[src/rtl/counter_with_k_cnt_pkg.sv]
// Shared constants for the multi-enable counter family.
package counter_with_k_cnt_pkg;

    localparam int unsigned SAT_WRAP = 0;
    localparam int unsigned SAT_HOLD = 1;

endpackage

[src/rtl/cnt_popcount.sv]
// Counts the asserted bits of a K-bit enable vector.
module cnt_popcount #(
    parameter int unsigned K = 2
) (
    input  logic [K-1:0]             in_i,
    output logic [$clog2(K+1)-1:0]   pop_o
);

    localparam int unsigned W = $clog2(K + 1);

    always_comb begin
        pop_o = '0;
        for (int i = 0; i < K; i++) begin
            pop_o = pop_o + W'(in_i[i]);
        end
    end

endmodule

[src/rtl/counter_with_k_cnt.sv]
// Modulo-MOD up/down counter stepping by the number of asserted enables, wrap or saturate.
module counter_with_k_cnt
    import counter_with_k_cnt_pkg::*;
#(
    parameter int unsigned N   = 3,
    parameter int unsigned K   = 2,
    parameter int unsigned MOD = 2 ** N,
    parameter int unsigned SAT = SAT_WRAP
) (
    input  logic         clk,
    input  logic         rst,
    input  logic [K-1:0] cnt,
    input  logic         dn,
    input  logic         clr,
    input  logic         ld,
    input  logic [N-1:0] ld_val,
    output logic [N-1:0] count,
    output logic         co,
    output logic         sat,
    output logic         zero
);

    localparam int unsigned SW    = $clog2(K + 1);
    localparam logic [N:0]  MOD_W = (N + 1)'(MOD);
    localparam logic [N:0]  MAX_W = (N + 1)'(MOD - 1);

    logic [SW-1:0] step;
    logic [N:0]    step_w;
    logic [N:0]    count_w;
    logic [N:0]    sum_w;
    logic [N:0]    wrap_up_w;
    logic [N:0]    wrap_dn_w;
    logic [N:0]    diff_w;
    logic [N:0]    ld_w;
    logic [N-1:0]  count_d, count_q;
    logic          co_d, co_q;
    logic          sat_d, sat_q;

    cnt_popcount #(
        .K (K)
    ) u_popcount (
        .in_i  (cnt),
        .pop_o (step)
    );

    // All arithmetic is N+1 bits wide so count + step and count + MOD never truncate.
    always_comb begin
        step_w    = (N + 1)'(step);
        count_w   = {1'b0, count_q};
        sum_w     = count_w + step_w;
        wrap_up_w = sum_w - MOD_W;
        diff_w    = count_w - step_w;
        wrap_dn_w = count_w + MOD_W - step_w;
        ld_w      = ({1'b0, ld_val} >= MOD_W) ? MAX_W : {1'b0, ld_val};

        count_d = count_q;
        co_d    = 1'b0;
        sat_d   = sat_q;

        if (clr) begin
            count_d = '0;
            sat_d   = 1'b0;
        end else if (ld) begin
            count_d = ld_w[N-1:0];
            sat_d   = 1'b0;
        end else if (step != '0) begin
            if (!dn) begin
                if (sum_w < MOD_W) begin
                    count_d = sum_w[N-1:0];
                end else if (SAT == SAT_HOLD) begin
                    count_d = MAX_W[N-1:0];
                    co_d    = 1'b1;
                    sat_d   = 1'b1;
                end else begin
                    count_d = wrap_up_w[N-1:0];
                    co_d    = 1'b1;
                end
            end else begin
                if (count_w >= step_w) begin
                    count_d = diff_w[N-1:0];
                end else if (SAT == SAT_HOLD) begin
                    count_d = '0;
                    co_d    = 1'b1;
                    sat_d   = 1'b1;
                end else begin
                    count_d = wrap_dn_w[N-1:0];
                    co_d    = 1'b1;
                end
            end
        end
    end

    always_ff @(posedge clk) begin
        if (!rst) begin
            count_q <= '0;
            co_q    <= 1'b0;
            sat_q   <= 1'b0;
        end else begin
            count_q <= count_d;
            co_q    <= co_d;
            sat_q   <= sat_d;
        end
    end

    assign count = count_q;
    assign co    = co_q;
    assign sat   = sat_q;
    assign zero  = (count_q == '0);

endmodule

[config.mk]
export PLATFORM = sky130hd
export DESIGN_NAME = counter_with_k_cnt
export DESIGN_NICKNAME = d
export VERILOG_FILES = /design/src/rtl/counter_with_k_cnt_pkg.sv /design/src/rtl/cnt_popcount.sv /design/src/rtl/counter_with_k_cnt.sv
export SDC_FILE = /design/constraint.sdc
export NUM_CORES = 1
export LEC_CHECK = 0
export ABC_AREA = 1
export ABC_CLOCK_PERIOD_IN_PS = 1850
export CAP_MARGIN = 0
export CORE_AREA = 5 5 42 44
export CTS_BUF_LIST = sky130_fd_sc_hd__clkbuf_16
export CTS_CLUSTER_SIZE = 30
export DETAILED_ROUTE_END_ITERATION = 8
export DIE_AREA = 0 0 47 49
export GPL_TIMING_DRIVEN = 0
export SETUP_SLACK_MARGIN = 0.4
export SLEW_MARGIN = 20
export SYNTH_ARGS = -nofsm -noshare
export SYNTH_HDL_FRONTEND = slang
export SYNTH_SLANG_ARGS = --single-unit
[constraint.sdc]
create_clock -name clk -period 1.85 [get_ports clk]
set_input_delay 0.185 -clock clk [delete_from_list [all_inputs] [get_ports clk]]
set_output_delay 0.185 -clock clk [all_outputs]
set_load 0.02 [all_outputs]
==> summary by stage, run 1 <==
Synth
In the synthesized netlist, mux cells make up 0% of the area. After synthesis, the largest family of logic cells by area is adder cells. The post-synthesis share of cell area spent on and, or, nand and nor gates is 27.0%. The compound-cell area share of the yosys netlist is 10.6%. The post-synthesis instance area is 427 µm².

The xor/xnor share of the synthesized area is 0%. The adder and majority cell fraction of the synthesized area is 27.0%. The register bit total from synthesis is 4. The number of different library cells used by synthesis comes to 16. The proportion of synthesized chip area in sequential cells is 18.8%. The Yosys step of the flow raised 0 warnings.

In the synthesized netlist, the number of instances is 64. The total nets after synthesis is 82. A synthesized cell averages 6.67 µm².

Critical path
The number of cells on the worst reg-to-reg path is 6. The critical path ends at count[1]. The highest net fanout along the worst path is 5. The cell with the largest stage delay on the worst path is sky130_fd_sc_hd__clkdlybuf4s50_1. Together, buffers and inverters on the worst path number 1. Tracing the worst setup path back leads to its startpoint at count[1]. The kind of end point of the critical path is an output pin. The cell family with the largest share of critical-path delay is buffers and inverters. STA puts the critical path data required time at 1660 ps.

By startpoint and endpoint, the worst setup path is classified as reg2out. The instance count on the critical path is 1. In this run the critical register-to-register path is launched from count[0]. For flop-to-flop paths, the worst setup slack is 460 ps. The largest stage delay on the critical path is 620 ps. The critical path goes through clkdlybuf4s50_1. In this run the critical register-to-register path is captured at count[1]. The arrival time of data at the critical path endpoint is 1210 ps.

The worst setup path is launched from a register.

CTS
The clock reaches the later pin of the worst-skew pair after 220 ps. The clock tree from TritonCTS is done. The clock drives 4 sinks. Clock tree synthesis selected as its root buffer the cell sky130_fd_sc_hd__clkbuf_16. In this run the deepest clock path goes through 2 buffers. The clock-pin slew on the worst setup and hold paths is 30 ps. The number of levels the H-tree was split into is 1.

The TritonCTS buffer count is 3.

Power
The maximum vdd ir drop is 0.442 mV. The switching part of the total power is 22.6%. The overall power after layout is 0.547 mW. The leakage power figure is 0.329 nW. Internal power comes to 0.423 mW.

The clock network is responsible for 60.8% of the overall power. In this run, the combinational gates consume 21.7% of the power. The analysis attributes to net switching a power of 0.124 mW. The areal power density over the cells is 799 nW/µm². The share of total power dissipated in sequential elements is 17.6%.

Global route
Entering global routing, the biggest net connects 6 pins. The total congestion overflow after global routing is 0. The global-route usage over all layers is 9.71%.

The number of antenna violations at the first check in global routing is 0. The layer flagged by global routing as most heavily used is met2. The first global-routing pass estimated 1630 µm of wire. For this run, global-route usage on met3 was measured as 2.21%.

In the global route stage, met2 resource usage came out at 15.2%. Global routing consumed, on the met1 layer, 11.6% of the routing resources. The number of global-route vias before repair is 410.

Final layout
Cells with a size suffix above 1 make up 27.2% of the layout. In the layout the commonest cells are 18 x sky130_fd_sc_hd__nand2_1, 10 x sky130_fd_sc_hd__inv_1, 10 x sky130_fd_sc_hd__clkdlybuf4s50_1, 6 x sky130_fd_sc_hd__inv_2. The layout filler cell count is 154.

The relative area change from synthesis to final layout is 60.4%. The number of antenna diodes in the final layout is 0. For this run, the post-layout net count is 101.

Leaving out fill and tap cells, the most frequent cell in the layout is sky130_fd_sc_hd__nand2_1. The area of all placed cells without fillers is 684 µm².

Drt
The sum of routed wire length over all layers is 979 µm. In the final routed layout, each cell accounts on average for 10.1 µm. The via count of the routed design is 435. The number of DRC violations after detailed-routing iteration 0 is 2. The iteration count of the initial detailed-routing pass is 3. Once detail routing completed, the nets flagged for antenna violations numbered 0. The DRC violation count after routing is 0.

Using the TritonRoute via totals, the vias-per-cell ratio works out to 4.48.

Timing
The worst clock skew is 1.89 ps. After layout, the worst path uses 75.3% of the clock period. The final-report max-slew violation count is 0. Final hold analysis gives a worst-case slack of 461 ps. After layout, the worst setup slack is 456 ps. The hold violation total from the final report was 0. Setup violations remaining at the end of the flow were counted as 0. The minimum clock period is 1390 ps. For this run, the top clock speed supported by timing is 0.718 GHz. Setup repair after global routing left no endpoint under its margin.

Floorplan
The total area inside the core boundary comes to 1400 µm². The effective utilization at floorplan is 30.4%. The floorplan die area is 2300 µm². The number of I/O pins is 16. In this run the horizontal extent of the chip is 47 µm.

The total number of placement rows is 14. From bottom edge to top edge, the die measures 49 µm.

Place
Prior to clock tree synthesis, the placed netlist has a worst setup slack of -211 ps. The count of buffers added on input and output ports is 14. The instance area after placement is 592 µm². The wire-length estimate of the detail-placed layout is 808 µm. The global placer's final weighted congestion is 0.749.

Status
The run finished with clean final reports.

Job
Max-cap violations in this run came to 0.

Worst hold path
The type of the tightest min-delay check is in2reg.
[kinds of logic (layout without fill, tap and decap cells)]
family          count (synthesis)  count (layout)
simple gates                   27              27
compound gates                  7               7
fa+ha+maj                       8               8
other cells                     1               1
flops                           4               4
buf+inv                        17              34
[cell usage after synthesis]
| cell | instances | area [µm²] |
|---|---|---|
| sky130_fd_sc_hd__nor2_2 | 1 | 6.26 |
| sky130_fd_sc_hd__inv_1 | 15 | 56.3 |
| sky130_fd_sc_hd__o21ai_1 | 4 | 20.0 |
| sky130_fd_sc_hd__ha_1 | 6 | 75.1 |
| sky130_fd_sc_hd__buf_4 | 1 | 7.51 |
| sky130_fd_sc_hd__o211ai_1 | 1 | 7.51 |
| sky130_fd_sc_hd__nand2_1 | 18 | 67.6 |
| sky130_fd_sc_hd__dfxtp_1 | 4 | 80.1 |
| sky130_fd_sc_hd__nor3_1 | 1 | 5.00 |
| sky130_fd_sc_hd__nand3_1 | 3 | 15.0 |
| sky130_fd_sc_hd__nor2_1 | 3 | 11.3 |
| sky130_fd_sc_hd__a21oi_2 | 2 | 17.5 |
| sky130_fd_sc_hd__nor3_2 | 1 | 10.0 |
| sky130_fd_sc_hd__fa_1 | 2 | 40.0 |
| sky130_fd_sc_hd__inv_2 | 1 | 3.75 |
| sky130_fd_sc_hd__conb_1 | 1 | 3.75 |
[metrics by stage]
stage	TNS [ps]	util, %	cells
after floorplan	0	-	64
after global placement	-367	42.2	94
after detailed placement	-413	42.2	94
after CTS	0	48.7	97
after global routing	0	48.8	97
final	0	48.8	97
[worst min-delay path by stage]
stage / slack (ps) / startpoint / depth (start not counted) / end
final: 460 / cnt[0] / 6 / co
after CTS: 580 / cnt[0] / 6 / co
after floorplan: 360 / clr / 3 / count[0]
after global placement: 640 / count[0] / 4 / count[0]
after detailed placement: 640 / count[0] / 4 / count[0]
after global routing: 510 / cnt[0] / 6 / co
[per-layer routing]
layer / vias to the layer above / wire length, µm
li1: 227 / -
met1: 199 / 414
met2: 9 / 510
met3: 0 / 54
met4: 0 / 0
met5: - / 0
[repair_timing]
action,in CTS,in global routing
endpoints found under the setup margin,6,2
pin swaps,3,1
buffers inserted,0,0
gates resized for setup,12,6
hold buffers,0,0
[state kept, by name, indices dropped and copies added (netlist names)]
signal	flops
count	3
co	1
[layout make-up]
class / count / area [µm²] / share of cell area, %
Buffer: 1 / 7.51 / 1.10
Clock buffer: 3 / 75.1 / 11.0
Inverter: 16 / 60.1 / 8.78
Multi-Input combinational cell: 43 / 309 / 45.2
Sequential cell: 4 / 85.1 / 12.4
Tap cell: 16 / 20.0 / 2.93
Timing Repair Buffer: 14 / 128 / 18.6
[power groups by stage]
stage          Combinational, mW  Sequential, mW  Clock [mW]
5_1_grt                    0.135          0.0969       0.342
3_5_place_dp               0.114          0.0978           0
3_3_place_gp               0.113          0.0976           0
4_1_cts                    0.117          0.0967       0.338
2_1_floorplan             0.0639           0.101           0
6_report                   0.119          0.0960       0.332
Note: power is estimated with default switching activity, not from simulation.
==> run 2: changes to the inputs <==
- ABC_CLOCK_PERIOD_IN_PS: 1850 -> 1400
- clock period: 1.85 -> 1.4 ns (I/O delays scaled with it)
==> run 2 against run 1 <==
  * Total power is 38% higher
  * First-iteration DRC count grew to 3.0 times the previous value
  * Critical path depth is 5 higher
  * Routed wire length is 4.9% higher
  * Count of clock-buffer cells in the layout stayed put
==> summary by stage, run 2 (synthesis results as in run 1) <==
Timing
The ratio of final minimum period to clock period is 99.0%. The clock arrives with 3.46 ps of skew. The hold violation total from the final report is 0. After routing, the total negative slack on setup checks comes to 0 ps. The maximum clock rate is 0.722 GHz. The final-report max-slew violation count came to 0. The minimum clock period is 1390 ps.

The number of setup violations in the final report is 0. Setup repair after global routing could not meet its margin everywhere.

Power
The overall power after layout is 0.756 mW. Summed over all cells, the static leakage comes to 0.339 nW. The areal power density over the cells is 1050 nW/µm². The maximum vdd ir drop is 0.437 mV.

Drt
The ratio of routed vias to standard cells is 4.30. The detail route stage leaves a number of antenna-violating nets equal to 0. The number of DRC violations after detailed-routing iteration 0 is 6. The sum of routed wire length over all layers is 1030 µm. After detailed routing, the number of remaining DRC violations is 0. In the final routed layout, each cell accounts on average for 10.5 µm. The iteration count of the initial detailed-routing pass is 2. The via count of the routed design is 421.

Floorplan
The die is 47 µm wide. The die extent in y is 49 µm. After floorplanning, the core was sized to cover 1400 µm².

The effective utilization at floorplan is 30.4%. The floorplan step defined a die boundary enclosing 2300 µm². The total number of placement rows is 14.

The number of I/O pins is 16.

CTS
The clock net in this run drives a total of 4 sinks. Clock tree synthesis inserted a total of 3 buffers. The number of hold buffers added after CTS is 0. Clock-pin slew was measured on the worst setup and hold paths at 30 ps. The number of buffers added for setup after CTS is 0. CTS built an H-tree with a depth of 1. The buffer levels on the longest clock path is 2.

The clock latency of the later-clocked register in the worst-skew pair is 230 ps. The cell at the root of the clock tree is sky130_fd_sc_hd__clkbuf_16. The clock tree from TritonCTS is done.

Global route
Across every metal layer, demand over resource in global routing totals 9.58%. The number of global-route vias before repair is 385. Entering global routing, the biggest net connects 6 pins.

The number of antenna violations at the first check in global routing is 0. The total congestion overflow after global routing is 0. The global-route wire length before repair is 1580 µm.

Worst hold path
The type of the tightest min-delay check is in2reg.

Critical path
The class of the most critical setup path is reg2reg. The required time at the worst-slack endpoint is 1510 ps. On the worst path, the slowest cell contributes a delay of 520 ps. The kind of end point of the critical path is a register.

Among all stages on the critical path, the largest delay is contributed by sky130_fd_sc_hd__fa_2. Among the stages of the critical path, the cell type that occurs most often is sky130_fd_sc_hd__nand2_2. Walking the worst path, the cells encountered are inv_4, ha_4, fa_2, nand2_2, nand2_2, o21ai_2. On the critical path the largest part of the delay comes from adder cells.

The count of buffering cells on the critical path with inverters included is 1. The nature of the critical path startpoint is a register. Data arrives at the worst endpoint at 1500 ps.

The highest net fanout along the worst path is 4.

Final layout
Cells with a size suffix above 1 make up 45.1% of the layout. Leaving out fill and tap cells, the most frequent cells in the layout are 15 x sky130_fd_sc_hd__nand2_1, 8 x sky130_fd_sc_hd__inv_2, 8 x sky130_fd_sc_hd__inv_1, 7 x sky130_fd_sc_hd__clkdlybuf4s50_1, 4 x sky130_fd_sc_hd__buf_2. Cells fill 51.2% of the core in the end. The relative area change from synthesis to final layout is 68.3%.

The register with the most flip-flops in the layout has 3 of them. Once layout is done, the placed cells without fillers occupy 718 µm². For this run, the post-layout net count is 101. The commonest non-fill, non-tap cell in the layout is sky130_fd_sc_hd__nand2_1.

The number of diodes is 0. The number of non-filler instances in the completed layout is 98.

Place
The cell count after placement is 94. Routability-driven placement finished with a final weighted congestion of 0.727. Once detailed placement completed, the half-perimeter wirelength came to 825 µm. The count of port buffers added during placement is 14. Summing all placed instances gives a cell area of 637 µm².

Job
Max-cap violations in this run came to 0.

Status
The run finished with clean final reports.
## run 2: cell types whose count changed in the layout (fill, tap and decap cells not counted), moves of 3 or more
cell / change
sky130_fd_sc_hd__nand3_2: +3
sky130_fd_sc_hd__clkdlybuf4s50_1: -3
sky130_fd_sc_hd__nand2_2: +3
sky130_fd_sc_hd__nand3_1: -3
sky130_fd_sc_hd__buf_2: +4
sky130_fd_sc_hd__nand2_1: -3
## run 2: metrics by stage
stage,setup WS (ps),hold WS (ps)
6_report,14.1,409
5_1_grt,-38.5,432
4_1_cts,0.723,434
3_5_place_dp,-548,659
3_3_place_gp,-538,664
2_1_floorplan,40.0,306
## run 2: path summary, 6_finish.rpt
check           start  cells after the start        to  slack (ps)
max reg2reg  count[0]                      6  count[1]          10
max          count[0]                      6  count[1]          10
min            cnt[1]                      6  count[2]         410
min reg2reg  count[0]                      4  count[0]         660
## run 2: cell type report
type	instances	area, µm²
fillers	151	683
multi-input cells	43	350
repair buffers	14	114
flip-flops and latches	4	85.1
clock buffers	3	75.1
inverters	16	62.6
well taps	16	20.0
plain buffers	1	7.51
clock inverters	1	3.75
## run 2: repair_timing
action	in CTS	in global routing
pin swaps	7	4
setup endpoints to repair	9	9
gates resized for setup	20	13
gates cloned	0	0
## run 2: tightest hold or removal path: cells and delay by family
family                     cells  cell delay, ps
and+or+nand+nor                2             120
buffers and inverters          2             170
adders and majority gates      1             120
AOI/OAI and AO/OA              1              40
## run 2: metal layers
metal  up-vias  global-route usage, %  part of all wire [%]
met4         0                   6.91                     0
met3         0                   1.11                   3.2
met2         6                   14.0                    56
li1        226                      -                     -
met5         -                      0                     0
met1       189                   12.3                    41
## run 2: power breakdown
group	internal (mW)	switching [mW]	total, mW
Sequential	0.120	0.00880	0.128
Combinational	0.0810	0.0918	0.173
Clock	0.369	0.0855	0.455
